===== config.mk =====
export PLATFORM = sky130hd
export DESIGN_NAME = alu_op_sequencer
export DESIGN_NICKNAME = d
export VERILOG_FILES = /design/src/rtl/alu_op_sequencer.sv
export SDC_FILE = /design/constraint.sdc
export NUM_CORES = 1
export LEC_CHECK = 0
export ABC_AREA = 1
export CAP_MARGIN = 25
export CORE_ASPECT_RATIO = 1.25
export CORE_MARGIN = 8
export CORE_UTILIZATION = 35
export DETAILED_ROUTE_END_ITERATION = 7
export GPL_ROUTABILITY_DRIVEN = 0
export GPL_TIMING_DRIVEN = 1
export PLACE_DENSITY = 0.66
export SLEW_MARGIN = 20
export SYNTH_ARGS = -nofsm -noshare
export SYNTH_HDL_FRONTEND = slang
export SYNTH_SLANG_ARGS = --single-unit

===== constraint.sdc =====
create_clock -name clk -period 1.57 [get_ports clk]
set_clock_uncertainty 0.1 [all_clocks]
set_input_delay 0.314 -clock clk [delete_from_list [all_inputs] [get_ports clk]]
set_output_delay 0.314 -clock clk [all_outputs]
set_load 0.02 [all_outputs]

===== src/rtl/alu_op_sequencer.sv =====
// rtl/alu_op_sequencer.sv - execute-stage sequencer wrapping a 64-bit combinational ALU
// Optional feature macro: ALU_SEQ_BACK2BACK_EN (accept a new op in the same cycle a result retires)
module alu_op_sequencer #(
  parameter int XLEN  = 64,
  parameter int TAG_W = 5
) (
  input  logic             clk,
  input  logic             rst_n,
  input  logic             in_valid,
  output logic             in_ready,
  input  logic [2:0]       in_funct3,
  input  logic             in_f7b5,
  input  logic             in_is_imm,
  input  logic             in_is_branch,
  input  logic [XLEN-1:0]  in_rs1,
  input  logic [XLEN-1:0]  in_op2,
  input  logic [TAG_W-1:0] in_tag,
  output logic [XLEN-1:0]  alu_a,
  output logic [XLEN-1:0]  alu_b,
  output logic [2:0]       alu_sel,
  output logic             alu_sub,
  input  logic [XLEN-1:0]  alu_out,
  input  logic             alu_carry,
  input  logic             alu_zero,
  output logic             out_valid,
  input  logic             out_ready,
  output logic [XLEN-1:0]  out_result,
  output logic             out_taken,
  output logic             out_illegal,
  output logic [TAG_W-1:0] out_tag
);

  localparam int SH_W = $clog2(XLEN);

  localparam logic [1:0] IDLE = 2'd0;
  localparam logic [1:0] EXEC = 2'd1;
  localparam logic [1:0] HOLD = 2'd2;

  logic [1:0]       state;
  logic [2:0]       f3_q;
  logic             br_q;
  logic [TAG_W-1:0] tag_q;

  logic             accept;
  logic             retire;
  logic [2:0]       dec_sel;
  logic             dec_sub;
  logic             lt_s;
  logic             lt_u;
  logic [XLEN-1:0]  res_n;
  logic             taken_n;
  logic             illegal_n;

  assign out_valid = (state == HOLD);
  assign retire    = out_valid & out_ready;

`ifdef ALU_SEQ_BACK2BACK_EN
  assign in_ready = rst_n & ((state == IDLE) | ((state == HOLD) & out_ready));
`else
  assign in_ready = rst_n & (state == IDLE);
`endif

  assign accept = in_valid & in_ready;

  always_comb begin
    dec_sel = 3'b000;
    dec_sub = 1'b0;
    if (in_is_branch) begin
      dec_sub = 1'b1;
    end else begin
      case (in_funct3)
        3'b000: dec_sub = in_f7b5 & ~in_is_imm;
        3'b001: dec_sel = 3'b110;
        3'b010: dec_sub = 1'b1;
        3'b011: dec_sub = 1'b1;
        3'b100: dec_sel = 3'b100;
        3'b101: dec_sel = in_f7b5 ? 3'b101 : 3'b111;
        3'b110: dec_sel = 3'b011;
        default: dec_sel = 3'b010;
      endcase
    end
  end

  // Signed compare: differing signs decide directly, otherwise the difference sign is exact.
  assign lt_s = (alu_a[XLEN-1] ^ alu_b[XLEN-1]) ? alu_a[XLEN-1] : alu_out[XLEN-1];
  assign lt_u = ~alu_carry;

  always_comb begin
    res_n     = alu_out;
    taken_n   = 1'b0;
    illegal_n = 1'b0;
    if (br_q) begin
      case (f3_q)
        3'b000: taken_n = alu_zero;
        3'b001: taken_n = ~alu_zero;
        3'b100: taken_n = lt_s;
        3'b101: taken_n = ~lt_s;
        3'b110: taken_n = lt_u;
        3'b111: taken_n = ~lt_u;
        default: illegal_n = 1'b1;
      endcase
    end else begin
      case (f3_q)
        3'b010: res_n = {{(XLEN-1){1'b0}}, lt_s};
        3'b011: res_n = {{(XLEN-1){1'b0}}, lt_u};
        3'b101: begin
          // The ALU shifter only zero-fills; arithmetic shifts get their sign bits here.
          if (alu_sel == 3'b101 && alu_a[XLEN-1])
            res_n = alu_out | ~({XLEN{1'b1}} >> alu_b[SH_W-1:0]);
        end
        default: res_n = alu_out;
      endcase
    end
  end

  always_ff @(posedge clk or negedge rst_n) begin
    if (!rst_n) begin
      state       <= IDLE;
      alu_a       <= '0;
      alu_b       <= '0;
      alu_sel     <= 3'b000;
      alu_sub     <= 1'b0;
      f3_q        <= 3'b000;
      br_q        <= 1'b0;
      tag_q       <= '0;
      out_result  <= '0;
      out_taken   <= 1'b0;
      out_illegal <= 1'b0;
      out_tag     <= '0;
    end else begin
      case (state)
        IDLE:    if (accept) state <= EXEC;
        EXEC:    state <= HOLD;
        HOLD:    if (retire) state <= accept ? EXEC : IDLE;
        default: state <= IDLE;
      endcase

      if (accept) begin
        alu_a   <= in_rs1;
        alu_b   <= in_op2;
        alu_sel <= dec_sel;
        alu_sub <= dec_sub;
        f3_q    <= in_funct3;
        br_q    <= in_is_branch;
        tag_q   <= in_tag;
      end

      if (state == EXEC) begin
        out_result  <= res_n;
        out_taken   <= taken_n;
        out_illegal <= illegal_n;
        out_tag     <= tag_q;
      end
    end
  end

endmodule


Word-level counts from Yosys, hierarchy flattened
Cells that the tools add are included.

cells by class
  shifts and indexed selects = 1
  equal/unequal tests = 18
  muxes and demuxes = 17
  reduce and logical (&&, ||, !) cells = 8
  bitwise gates (word level) = 11

operators with widths
  kind                                                number
  case mux 64 bit (3 select lines)                    1
  2-to-1 mux 64 bit                                   2
  inverter 64 bit                                     1
  OR 64 bit                                           1
  >> shifter 64 x 6 -> 64 bit (first input constant)  1
  == test 3 bit (second input constant)               8
  case mux 3 bit (5 select lines)                     1
  == test 3 x 2 -> 1 bit (second input constant)      4
  == test 3 x 1 -> 1 bit (second input constant)      2
  logical NOT 3 bit                                   2
  2-to-1 mux 1 bit                                    6
  2-to-1 mux 2 bit                                    3
  case mux 1 bit (6 select lines)                     1
  case mux 2 bit (3 select lines)                     1
  OR reduction 6 bit                                  1
  bitwise AND 1 bit                                   4
  inverter 1 bit                                      4
  2-to-1 mux 3 bit                                    1
  OR reduction 3 bit                                  1
  == test 2 x 1 -> 1 bit (second input constant)      1
  == test 2 bit (second input constant)               1
  logical NOT 2 bit                                   1
  != test 2 x 1 -> 1 bit (second input constant)      1
  != test 2 bit (second input constant)               1
  other kinds (5)                                     5

word-level totals
  register bits = 214
  bits of input ports = 209
  word-level logic and storage cells = 67

Longest topological paths before layout
  depth after elaboration = 6
  mapped depth = 10

Least setup slack after synthesis
No wires, ideal clock.

  path type = reg2reg
  start = reg alu_sel[1]
  end = reg out_result[10]
  cell stages (with the launch flop) = 9
  setup time = 0.068 ns
  path slack = 0.058 ns
  arrival = 1.343 ns
  buffers on the path = 1
  required time = 1.402 ns
  cells stage by stage = dfrtp_1 -> inv_1 -> nand2_2 -> nor2_4 -> nand2_2 -> nor2_8 -> buf_6 -> nand4_1 -> nand3_1

between the ends
  word-level cells in the longest chain between the ends = 5

ends and longest elaborated chain
  element                           line  text
  start: declaration                20    output logic [2:0] alu_sel,
  start signal: assignment          141   alu_sel <= dec_sel;
  == test 3 bit                     108   if (alu_sel == 3'b101 && alu_a[XLEN-1])
  logical AND 1 bit                 108
  2-to-1 mux 64 bit                 108
  case mux 64 bit (3 select lines)  103   case (f3_q)
  2-to-1 mux 64 bit                 92    if (br_q) begin
  end signal: assignment            149   out_result <= res_n;
  end: declaration                  27    output logic [XLEN-1:0] out_result,

No other way between the ends.
A chain may end at the register's enable or synchronous reset.

Worst setup path after layout
  start = reg state[0]
  end = out in_ready

between the ends
  word-level cells in the longest chain between the ends = 2

ends and longest elaborated chain
  element                   line  text
  start: declaration        39    logic [1:0] state;
  start signal: assignment  134   HOLD: if (retire) state <= accept ? EXEC : IDLE;
  logical NOT 2 bit         60    assign in_ready = rst_n & (state == IDLE);
  bitwise AND 1 bit         60
  end: declaration          10    output logic in_ready,

No other way between the ends.

==> qor.csv <==
stage,metric,value,unit
run_status,outcome,finished with violations,
run_status,violations,"hold timing, setup timing",
sta,fmax,596,MHz
clocking,clk_latency,0.50,ns
clocking,clkSlewWorstSetupHoldPaths,0.06,ns
flow_run,cap_violations,0,
sta,min_period_over_period,107,%
power,p_seq_share,37.1,%
setup_path,crit_type,flip-flop to primary output,
cells_and_area,fill_cells,2506,
power,p_switching,8.12,mW
sta,holdWs,-0.0291,ns
yosys,synth_cell_types,38,
clocking,cts-root-buf,clkbuf_16,
placed_design,portBuffers,413,
yosys,synthFlopType,dfrtp_1,
cells_and_area,fin_nets,1827,
drt,antenna_left,0,
setup_path,worstPathMaxFanout,4,
sta,slew_headroom,34.1,%
global_routing,grt_pass1_vias,9715,
cells_and_area,drive_gt1_share,26.7,%
floorplan,start_util,35.6,%
clocking,clk_path_buf_depth,3,
cells_and_area,final_cell_mix,"nand2_1 (570), dfrtp_1 (208), clkdlybuf4s50_1 (207)",
global_routing,grt_pass1_wl,55400,um
floorplan,die_h,198,um
power,ir_worst_vdd,0.822,mV
drt,vias,9373,
setup_path,cp.required,1.16,ns
floorplan,design.die.area,32100,um^2
sta,finalSetupViolCount,20,
power,p_total,21.4,mW
hold_path,hold_path.class,input pin to async pin,
floorplan,std_cell_rows,66,
floorplan,die_w,162,um
setup_path,end_kind,primary output,
drt,drt_iter0_markers,498,
sta,tightest_slew,0.988,ns
yosys,synth.net_count,1349,
cells_and_area,area_delta_synth_final,58.8,%
floorplan,pin_count,414,
sta,fin_crit,1.68,ns
power,intPower,13.3,mW
setup_path,cp_data_arrival_time,1.26,ns
clocking,htree_levels,1,
drt,drc,0,
setup_path,r2r_slack,-0.05,ns
power,netSwitchingFraction,37.9,%
global_routing,globalRouteMet1Util,24.5,%
clocking,cts_tree,yes,
drt,totalWireLength,37000,um
cells_and_area,final_common_cell,nand2_1,
clocking,cts_num_sinks,214,
yosys,synth_edf_count,0,
drt,via_per_inst,4.75,
global_routing,grtUsageMet2,37.9,%
yosys,yosysWarnings,0,
power,cellLeakagePower,7.73,nW
placed_design,hpwlAfterDp,27500,um
global_routing,gr-total-overflow,0,
global_routing,gr-usage-met3,7.71,%
yosys,avgSynthCellArea,8.16,um^2
drt,wl_per_cell,18.7,um
yosys,synthArstFlopShare,100,%
yosys,netlist_instances,1140,
global_routing,busiest_layer,met2,
yosys,synth-seq-area-share,57.6,%
sta,setup_ws,-0.109,ns
clocking,cts_buffers,23,
yosys,ys_ff_latch,214,
sta,rsz0062_at_grt,yes,
power,power_density,1450,nW/um^2
yosys,synth_area,9300,um^2
global_routing,grt_max_degree,168,
power,clock_power_share,25.8,%
power,combPwrFrac,37.2,%
sta,hold_viol_final,3,
sta,slew_viol_final,0,
global_routing,track_usage,21.9,%
global_routing,antenna_found_initial,1,
drt,firstDrtPassIters,5,
setup_path,cp-start-kind,flip-flop,
floorplan,core,26100,um^2
==> synth_stat cells, drive strengths merged, types with 2 or more instances <==
library cell    n  share of area (%)
o21bai         11               0.89
o211ai          3               0.39
inv            47                1.9
o21ai          41                2.2
nand2         602                 25
a21oi          27                1.5
a31oi           5               0.34
or2             8               0.54
dfrtp         214                 58
nand3          39                2.3
o31ai           2               0.16
nor2           70                3.2
nor3            3               0.28
buf            40                2.4
clkbuf         15               0.62
nand4           8               0.54
==> logic make-up after synthesis <==
kind of cell	count (synthesis)	share of synthesized area, %
simple gates	732	31.8
flops	214	57.6
compound gates	92	5.71
buf+inv	102	4.92
==> cell type report <==
| type | instances | area [um^2] | share of cell area, % |
|---|---|---|---|
| Multi-Input combinational cell | 824 | 3830 | 26.0 |
| Clock buffer | 30 | 622 | 4.21 |
| Sequential cell | 214 | 5360 | 36.3 |
| Inverter | 47 | 191 | 1.30 |
| Clock inverter | 10 | 130 | 0.881 |
| Tap cell | 340 | 425 | 2.88 |
| Timing Repair Buffer | 508 | 4200 | 28.4 |
| Antenna cell | 1 | 2.50 | 0.0169 |
==> power groups by stage <==
stage / Combinational (mW) / Clock [mW] / Sequential (mW)
after floorplan: 2.16 / 0 / 9.77
after global placement: 8.99 / 0 / 8.00
after detailed placement: 9.07 / 0 / 8.03
after CTS: 7.86 / 5.68 / 7.93
after global routing: 8.60 / 5.86 / 8.14
final: 7.96 / 5.52 / 7.95
==> worst max-delay path, stage by stage, from the launching register on <==
cell	delay, ns
dfrtp_1	0.42
nor3b_2	0.18
buf_4	0.17
==> routing by layer <==
| metal | vias up | part of all wire (%) |
|---|---|---|
| met3 | 89 | 9.2 |
| met5 | - | 0.035 |
| met4 | 2 | 4.1 |
| met1 | 4387 | 37 |
| met2 | 402 | 50 |
| li1 | 4493 | - |
==> sequential cells by signal (all words and copies together) (netlist names) <==
register / count
alu_a: 64
alu_b: 64
out_result: 64
out_tag: 5
tag_q: 5
alu_sel: 3
f3_q: 3
state: 2
alu_sub: 1
br_q: 1
out_illegal: 1
out_taken: 1
==> final timing paths <==
| check | from | endpoint | cells past startpoint |
|---|---|---|---|
| min in group clk | in_rs1[41] | alu_a[41] | 3 |
| max in group asynchronous | rst_n | f3_q[2] | 3 |
| worst min-delay path | rst_n | out_result[39] | 3 |
| worst max-delay path | state[0] | in_ready | 2 |
| worst max register to register | f3_q[1] | out_result[42] | 8 |
| worst min register to register | tag_q[2] | out_tag[2] | 2 |
==> timing repair <==
item	CTS	global route
setup endpoints to repair	224	85
hold buffers	2	0
pin swaps	2	32
gates resized for setup	878	124
cloned	0	2
buffers inserted	6	3
hold endpoints to repair	47	0
==> stage by stage <==
stage	instance area, um^2	util [%]	std cells	TNS (ns)	setup slack, ns
after global routing	14800	56.6	1973	-4.29	-0.183
after CTS	14300	54.9	1968	-0.383	-0.158
after global placement	14400	55.1	1920	-7.29	-0.138
after floorplan	9300	-	1140	0	0.0581
final	14800	56.6	1974	-0.597	-0.109
after detailed placement	14400	55.1	1920	-9.21	-0.147
No activity file was read; power rests on OpenSTA's default activity.
